`src/rtl/hazard_pkg.sv`:
```
// Shared constants for the hazard controller: bypass selects, cache FSM encodings, clog2.
// No logic; imported by hazard_ctrl_p and hazard_fwd_cmp.
package hazard_pkg;

  localparam logic [1:0] FWD_RF  = 2'b00;
  localparam logic [1:0] FWD_MEM = 2'b01;
  localparam logic [1:0] FWD_WB  = 2'b10;

  typedef enum logic {
    D_IDLE = 1'b0,
    D_BUSY = 1'b1
  } dstate_e;

  typedef enum logic [1:0] {
    I_IDLE = 2'd0,
    I_MISS = 2'd1,
    I_DROP = 2'd2
  } istate_e;

  function automatic int clog2(input int v);
    int r;
    r = 0;
    for (int i = 0; i < 31; i++) begin
      if ((1 << i) < v) r = i + 1;
    end
    return r;
  endfunction

endpackage

```
`src/rtl/hazard_fwd_cmp.sv`:
```
// Source/destination match: hit when the producer writes a nonzero register equal to src.
// Purely combinational, no handshake.
module hazard_fwd_cmp
  import hazard_pkg::*;
#(
  parameter int RA_W = 5
) (
  input  logic [RA_W-1:0] src,
  input  logic [RA_W-1:0] dst,
  input  logic            we,
  output logic            hit
);

  assign hit = we && (dst != '0) && (dst == src);

endmodule

```
`src/rtl/hazard_ctrl_p.sv`:
```
// Hazard/forwarding controller for the 5-stage pipeline; enables are same-cycle combinational.
// Optional per-cause stall counters under HAZARD_STALL_CNT_EN.
module hazard_ctrl_p
  import hazard_pkg::*;
#(
  parameter int RA_W   = 5,
  parameter int MD_LAT = 32
`ifdef HAZARD_STALL_CNT_EN
  , parameter int CNT_W = 32
`endif
) (
  input  logic            clk,
  input  logic            rst,
  input  logic [RA_W-1:0] ID_RS,
  input  logic [RA_W-1:0] ID_RT,
  input  logic            ID_RSUse,
  input  logic            ID_RTUse,
  input  logic            ID_HiLoUse,
  input  logic            BJOp,
  input  logic [RA_W-1:0] EX_RS,
  input  logic [RA_W-1:0] EX_RT,
  input  logic [RA_W-1:0] EX_RD,
  input  logic            EX_RFWr,
  input  logic            EX_LdUse,
  input  logic [RA_W-1:0] MEM_RD,
  input  logic            MEM_RFWr,
  input  logic            MEM_LdUse,
  input  logic [RA_W-1:0] WB_RD,
  input  logic            WB_RFWr,
  input  logic            md_start,
  input  logic            MEM_ex,
  input  logic            MEM_eret_flush,
  input  logic            MEM_dreq,
  input  logic            dCache_data_ok,
  input  logic            if_req,
  input  logic            iCache_data_ok,
  output logic [1:0]      FwdA,
  output logic [1:0]      FwdB,
  output logic            BrFwdA,
  output logic            BrFwdB,
  output logic            PCWr,
  output logic            IF_IDWr,
  output logic            ID_EXBubble,
  output logic            EX_MEMWr,
  output logic            MEM_WBWr,
  output logic            IF_IDFlush,
  output logic            pipe_flush,
  output logic            isStall
`ifdef HAZARD_STALL_CNT_EN
  , output logic [CNT_W-1:0] load_stall_cnt
  , output logic [CNT_W-1:0] br_stall_cnt
  , output logic [CNT_W-1:0] md_stall_cnt
  , output logic [CNT_W-1:0] dc_stall_cnt
  , output logic [CNT_W-1:0] ic_stall_cnt
`endif
);

  localparam int              MD_W    = clog2(MD_LAT + 1);
  localparam logic [MD_W-1:0] MD_LOAD = MD_W'(MD_LAT);

  logic mem_a, wb_a, mem_b, wb_b, ex_s, ex_t, me_s, me_t;

  hazard_fwd_cmp #(.RA_W(RA_W)) u_mem_a (.src(EX_RS), .dst(MEM_RD), .we(MEM_RFWr), .hit(mem_a));
  hazard_fwd_cmp #(.RA_W(RA_W)) u_wb_a  (.src(EX_RS), .dst(WB_RD),  .we(WB_RFWr),  .hit(wb_a));
  hazard_fwd_cmp #(.RA_W(RA_W)) u_mem_b (.src(EX_RT), .dst(MEM_RD), .we(MEM_RFWr), .hit(mem_b));
  hazard_fwd_cmp #(.RA_W(RA_W)) u_wb_b  (.src(EX_RT), .dst(WB_RD),  .we(WB_RFWr),  .hit(wb_b));
  hazard_fwd_cmp #(.RA_W(RA_W)) u_ex_s  (.src(ID_RS), .dst(EX_RD),  .we(EX_RFWr),  .hit(ex_s));
  hazard_fwd_cmp #(.RA_W(RA_W)) u_ex_t  (.src(ID_RT), .dst(EX_RD),  .we(EX_RFWr),  .hit(ex_t));
  hazard_fwd_cmp #(.RA_W(RA_W)) u_me_s  (.src(ID_RS), .dst(MEM_RD), .we(MEM_RFWr), .hit(me_s));
  hazard_fwd_cmp #(.RA_W(RA_W)) u_me_t  (.src(ID_RT), .dst(MEM_RD), .we(MEM_RFWr), .hit(me_t));

  assign FwdA   = mem_a ? FWD_MEM : (wb_a ? FWD_WB : FWD_RF);
  assign FwdB   = mem_b ? FWD_MEM : (wb_b ? FWD_WB : FWD_RF);
  assign BrFwdA = BJOp & ~MEM_LdUse & me_s;
  assign BrFwdB = BJOp & ~MEM_LdUse & me_t;

  logic [MD_W-1:0] md_cnt_q, md_cnt_d;
  dstate_e         d_q, d_d;
  istate_e         i_q, i_d;

  logic id_ex_use, id_mem_use, il_load, il_br, il_md, interlock;
  logic redirect, dfreeze, ihold;

  assign id_ex_use  = (ex_s & ID_RSUse) | (ex_t & ID_RTUse);
  assign id_mem_use = (me_s & ID_RSUse) | (me_t & ID_RTUse);
  assign il_load    = EX_LdUse & id_ex_use;
  assign il_br      = BJOp & (id_ex_use | (MEM_LdUse & id_mem_use));
  assign il_md      = ID_HiLoUse & (md_cnt_q != '0);
  assign interlock  = il_load | il_br | il_md;

  // A redirect kills the MEM instruction, so its D-cache request must not freeze anything.
  assign redirect = MEM_ex | MEM_eret_flush;
  assign dfreeze  = MEM_dreq & ~dCache_data_ok & ~redirect;
  assign ihold    = (i_q == I_DROP) | (~iCache_data_ok & ((i_q == I_MISS) | if_req));

  always_comb begin
    md_cnt_d = md_cnt_q;
    if (md_start && (md_cnt_q == '0)) md_cnt_d = MD_LOAD;
    else if (md_cnt_q != '0)          md_cnt_d = md_cnt_q - 1'b1;

    d_d = d_q;
    case (d_q)
      D_IDLE:  if (dfreeze) d_d = D_BUSY;
      D_BUSY:  if (dCache_data_ok) d_d = D_IDLE;
      default: d_d = D_IDLE;
    endcase

    i_d = i_q;
    case (i_q)
      I_IDLE: if (if_req && !iCache_data_ok) i_d = I_MISS;
      I_MISS: begin
        if (iCache_data_ok) i_d = I_IDLE;
        else if (redirect)  i_d = I_DROP;
      end
      I_DROP:  if (iCache_data_ok) i_d = I_IDLE;
      default: i_d = I_IDLE;
    endcase
  end

  always_ff @(posedge clk) begin
    if (rst) begin
      md_cnt_q <= '0;
      d_q      <= D_IDLE;
      i_q      <= I_IDLE;
    end else begin
      md_cnt_q <= md_cnt_d;
      d_q      <= d_d;
      i_q      <= i_d;
    end
  end

  always_comb begin
    PCWr        = 1'b1;
    IF_IDWr     = 1'b1;
    ID_EXBubble = 1'b0;
    EX_MEMWr    = 1'b1;
    MEM_WBWr    = 1'b1;
    pipe_flush  = 1'b0;
    IF_IDFlush  = 1'b0;
    if (rst) begin
      PCWr        = 1'b0;
      IF_IDWr     = 1'b0;
      ID_EXBubble = 1'b1;
    end else begin
      // The wrong-path fetch finally returning is thrown away while the front end stays held.
      IF_IDFlush = (i_q == I_DROP) & iCache_data_ok;
      if (redirect) begin
        pipe_flush  = 1'b1;
        ID_EXBubble = 1'b1;
      end else if (dfreeze) begin
        PCWr     = 1'b0;
        IF_IDWr  = 1'b0;
        EX_MEMWr = 1'b0;
        MEM_WBWr = 1'b0;
      end else if (ihold || interlock) begin
        PCWr        = 1'b0;
        IF_IDWr     = 1'b0;
        ID_EXBubble = 1'b1;
      end
    end
  end

  assign isStall = ~PCWr | dfreeze;

`ifdef HAZARD_STALL_CNT_EN
  logic [4:0]            win;
  logic [4:0][CNT_W-1:0] cnt_q, cnt_d;
  logic                  fe_ok;

  assign fe_ok  = ~rst & ~redirect & ~dfreeze & ~ihold;
  assign win[0] = fe_ok & il_load;
  assign win[1] = fe_ok & ~il_load & il_br;
  assign win[2] = fe_ok & ~il_load & ~il_br & il_md;
  assign win[3] = ~rst & ~redirect & dfreeze;
  assign win[4] = ~rst & ~redirect & ~dfreeze & ihold;

  always_comb begin
    cnt_d = cnt_q;
    for (int k = 0; k < 5; k++) begin
      if (win[k] && (cnt_q[k] != '1)) cnt_d[k] = cnt_q[k] + 1'b1;
    end
  end

  always_ff @(posedge clk) begin
    if (rst) cnt_q <= '0;
    else     cnt_q <= cnt_d;
  end

  assign load_stall_cnt = cnt_q[0];
  assign br_stall_cnt   = cnt_q[1];
  assign md_stall_cnt   = cnt_q[2];
  assign dc_stall_cnt   = cnt_q[3];
  assign ic_stall_cnt   = cnt_q[4];
`endif

endmodule

```
`config.mk`:
```
export PLATFORM = sky130hd
export DESIGN_NAME = hazard_ctrl_p
export DESIGN_NICKNAME = d
export VERILOG_FILES = /design/src/rtl/hazard_pkg.sv /design/src/rtl/hazard_fwd_cmp.sv /design/src/rtl/hazard_ctrl_p.sv
export SDC_FILE = /design/constraint.sdc
export NUM_CORES = 1
export LEC_CHECK = 0
export ABC_AREA = 1
export BUFFER_PORTS_ARGS = -buffer_cell sky130_fd_sc_hd__buf_2
export CAP_MARGIN = 20
export CORE_MARGIN = 2
export CORE_UTILIZATION = 35
export DETAILED_ROUTE_END_ITERATION = 10
export MAX_ROUTING_LAYER = met4
export SLEW_MARGIN = 10
export SYNTH_ARGS = -nofsm -noshare
export SYNTH_HDL_FRONTEND = slang
export SYNTH_HIERARCHICAL = 1
export SYNTH_SLANG_ARGS = --single-unit
export TNS_END_PERCENT = 30
```
`constraint.sdc`:
```
create_clock -name clk -period 3.53 [get_ports clk]
set_clock_uncertainty 0.05 [all_clocks]
set_input_delay 0.5295 -clock clk [delete_from_list [all_inputs] [get_ports clk]]
set_output_delay 0.5295 -clock clk [all_outputs]
set_load 0.005 [all_outputs]
```
==> flow_summary_export.csv <==
group,metric,value,unit
cts,path_clk_slew,0.04,ns
detailed_routing,routedWlPerCell,8.677,um
synthesis,synth_top_area_share,28.53,%
detailed_routing,vias,1922,
setup_path,cpPeakStageDelay,0.22,ns
place,port_buffers,66,
cts,cts-root-buf,"clkbuf_8",
setup_path,critPathKind,"input pin to output pin",
synthesis,synth.distinct_cells,25,
pwr,p_int,0.3676,mW
detailed_routing,drt-initial-drc-count,78,
sta,period_needed,2.359,ns
global_routing,grt_pass1_wl,7044,um
layout,syn_to_final_growth,25.52,%
synthesis,yosysWarnings,6,
floorplanning,core-area,4354,um^2
floorplanning,ios,67,
sta,finalHoldViolCount,0,
cts,cts_tree,"yes",
place,placed_cells,446,
layout,fin_nets,454,
pwr,combPwrFrac,58.9,%
layout,fin_area,1982,um^2
cts,clock-sinks,8,
setup_path,cp.required,2.95,ns
detailed_routing,drc,0,
pwr,power_frac_seq,24.6,%
synthesis,ys_seq_area_share,10.14,%
global_routing,grt_overflow,0,
run,cap_violations,0,
setup_path,cp_cell_sequence,"buf_2 -> inv_1 -> nand2_1 -> nand2_1 -> nor2_1 -> nand3_1 -> nor2_1 -> nand2_1 -> nand2_1 -> nand2_1 -> nand2_1 -> nand2_1 -> nand3_1 -> nand2_1 -> nand2_1 -> buf_2",
synthesis,ys_ff_latch,8,
place,gp_congestion,0.8084,
global_routing,grt_antenna_before_repair,0,
cts,postCtsSetupRepairBufs,0,
place,dpl.hpwl,3316,um
floorplanning,start_util,36.26,%
detailed_routing,viasPerCell,4.281,
floorplanning,die-width,71.17,um
cts,numCtsBuffers,3,
layout,multi_input_area,1055,um^2
setup_path,crit_top_cell,"nand2_1",
setup_path,cpMaxStageDelayCell,"buf_2",
detailed_routing,wirelength,3896,um
detailed_routing,drtAntennaViolNets,0,
pwr,p_sw_share,45.16,%
sta,fin_tns_setup,0,ns
sta,slew_viol_final,0,
cts,hold_buffers,0,
synthesis,syn_area,1579,um^2
synthesis,yosys.area.top_type,"nand2_1",
synthesis,syn_area_per_cell,4.742,um^2
global_routing,track_usage,17.06,%
pwr,vdd_drop_max,294.1,uV
floorplanning,die_y,71.17,um
layout,drive_gt1_share,22.17,%
layout,instances_no_fill,449,
synthesis,yosys-top-cells-area,"nand2_1, inv_1, dfxtp_1",
sta,tightest_slew,0.2449,ns
setup_path,cp.arrival,1.78,ns
outcome,status,"finished clean",
place,place_area,1941,um^2
layout,regArea,160.2,um^2
global_routing,grt_max_degree,13,
layout,fillCellCount,493,
pwr,clkPwrFrac,16.5,%
cts,clk_latency,0.23,ns
cts,htreeDepth,1,
setup_path,endpoint_kind,"output pin",
global_routing,grt_pass1_vias,1774,
pwr,switchingPower,0.3027,mW
setup_path,crit_path_start_kind,"input pin",
layout,antennaDiodeCount,0,
floorplanning,rows,24,
synthesis,synth_cells,333,
floorplanning,die_area,5064,um^2
pwr,leakagePower,1.328,nW
cts,cts_max_path_buffers,2,
sta,finalCritPeriodShare,66.84,%
setup_path,path_max_fanout,12,
sta,max_freq,0.4238,GHz
synthesis,syn-num-nets,388,
min_path,hold_path_class,"register to register",
sta,finalSetupViolCount,0,
sta,rsz0062_at_grt,"no",
sta,relSlewSlack,83.65,%
pwr,p_per_area,338.2,nW/um^2
detailed_routing,dr.pass1.iters,4,
cts,cts_resized,0,
-- cell usage after synthesis --
cell and number:
ha_1 2, o21ai_1 10, clkbuf_1 1, or2_1 2, buf_4 4, nor2_2 9
a21oi_1 13, inv_2 3, or2_4 1, nor3b_2 1, nand2_2 1, nand2_1 120
nor3_1 2, dfxtp_1 8, nor2_1 36, inv_1 85, nand4_1 3, xor2_1 1
nand3_1 23, nor3b_1 2, nand3_4 1, a21boi_0 1, a21oi_2 1, nor2_4 2
xnor2_1 1
-- per-stage QoR --
stage          setup slack, ns  utilization (%)  hold WS, ns  total power [mW]
6_report                 1.171            45.52       0.4423            0.6703
5_1_grt                 0.8989            45.52       0.4771            0.7566
4_1_cts                  1.156            45.52       0.4448            0.6832
3_5_place_dp             1.153            44.57       0.4377            0.5655
3_3_place_gp             1.192            44.57       0.4311            0.5613
2_1_floorplan            1.523                -       0.4186            0.4609
-- kinds of logic (layout without fill, tap and decap cells) --
kind of cell | Yosys count | in the layout | synth area share [%]
xor gates and xnor gates | 2 | 2 | 1.110
DFF | 8 | 8 | 10.14
buffers and inverters | 93 | 157 | 23.06
AOI/OAI and AO/OA | 25 | 25 | 8.320
adders and majority gates | 2 | 2 | 1.585
and+or+nand+nor | 203 | 203 | 55.78
-- final timing paths --
check                   start     endpoint  slack, ns  cells after the start
hold reg to reg   md_cnt_q[0]  md_cnt_q[0]       0.44                      2
setup / recovery    MEM_RD[1]  ID_EXBubble       1.17                     16
setup reg to reg  md_cnt_q[0]  md_cnt_q[5]       2.29                      6
hold / removal    md_cnt_q[0]  md_cnt_q[0]       0.44                      2
-- flip-flops by register name (all words and copies together) (netlist names) --
name	count
md_cnt_q	6
i_q	2
-- power groups by stage --
stage,sequential [mW],clock [mW],combinational [mW]
after floorplan,0.161,0,0.300
after global placement,0.167,0,0.394
after detailed placement,0.167,0,0.398
after CTS,0.166,0.118,0.400
after global routing,0.171,0.120,0.466
final,0.165,0.111,0.395
-- layout make-up --
| type | count | area share, % |
|---|---|---|
| multi-input combinational | 232 | 53.22 |
| sequential | 8 | 8.081 |
| inverter | 88 | 16.67 |
| tap | 52 | 3.283 |
| timing repair buffer | 66 | 16.67 |
| clock buffer | 3 | 2.083 |
-- per-layer routing --
layer / wire length [um] / vias up / GRT usage (%) / share of wire, %
li1: - / 1098 / - / -
met1: 1860 / 790 / 21.21 / 48
met2: 1897 / 32 / 30.25 / 49
met3: 131 / 2 / 0.9972 / 3.4
met4: 8 / 0 / 3.774 / 0.21
met5: 0 / - / - / 0
-- critical path, delay by kind of cell --
family	cells	cell delay [ns]
buffers and inverters	3	0.39
and+or+nand+nor	13	0.86
-- placed cells by master, fill, tap and decap left out, drive strengths merged --
cell	instances
dfxtp	8
inv	88
ha	2
xnor2	1
xor2	1
nor3	2
nand3	24
nand4	3
nor2	47
clkbuf	3
nand2	121
a21boi	1
nor3b	3
o21ai	10
or2	3
a21oi	14
buf	66
(Power assumes the default switching activity.)
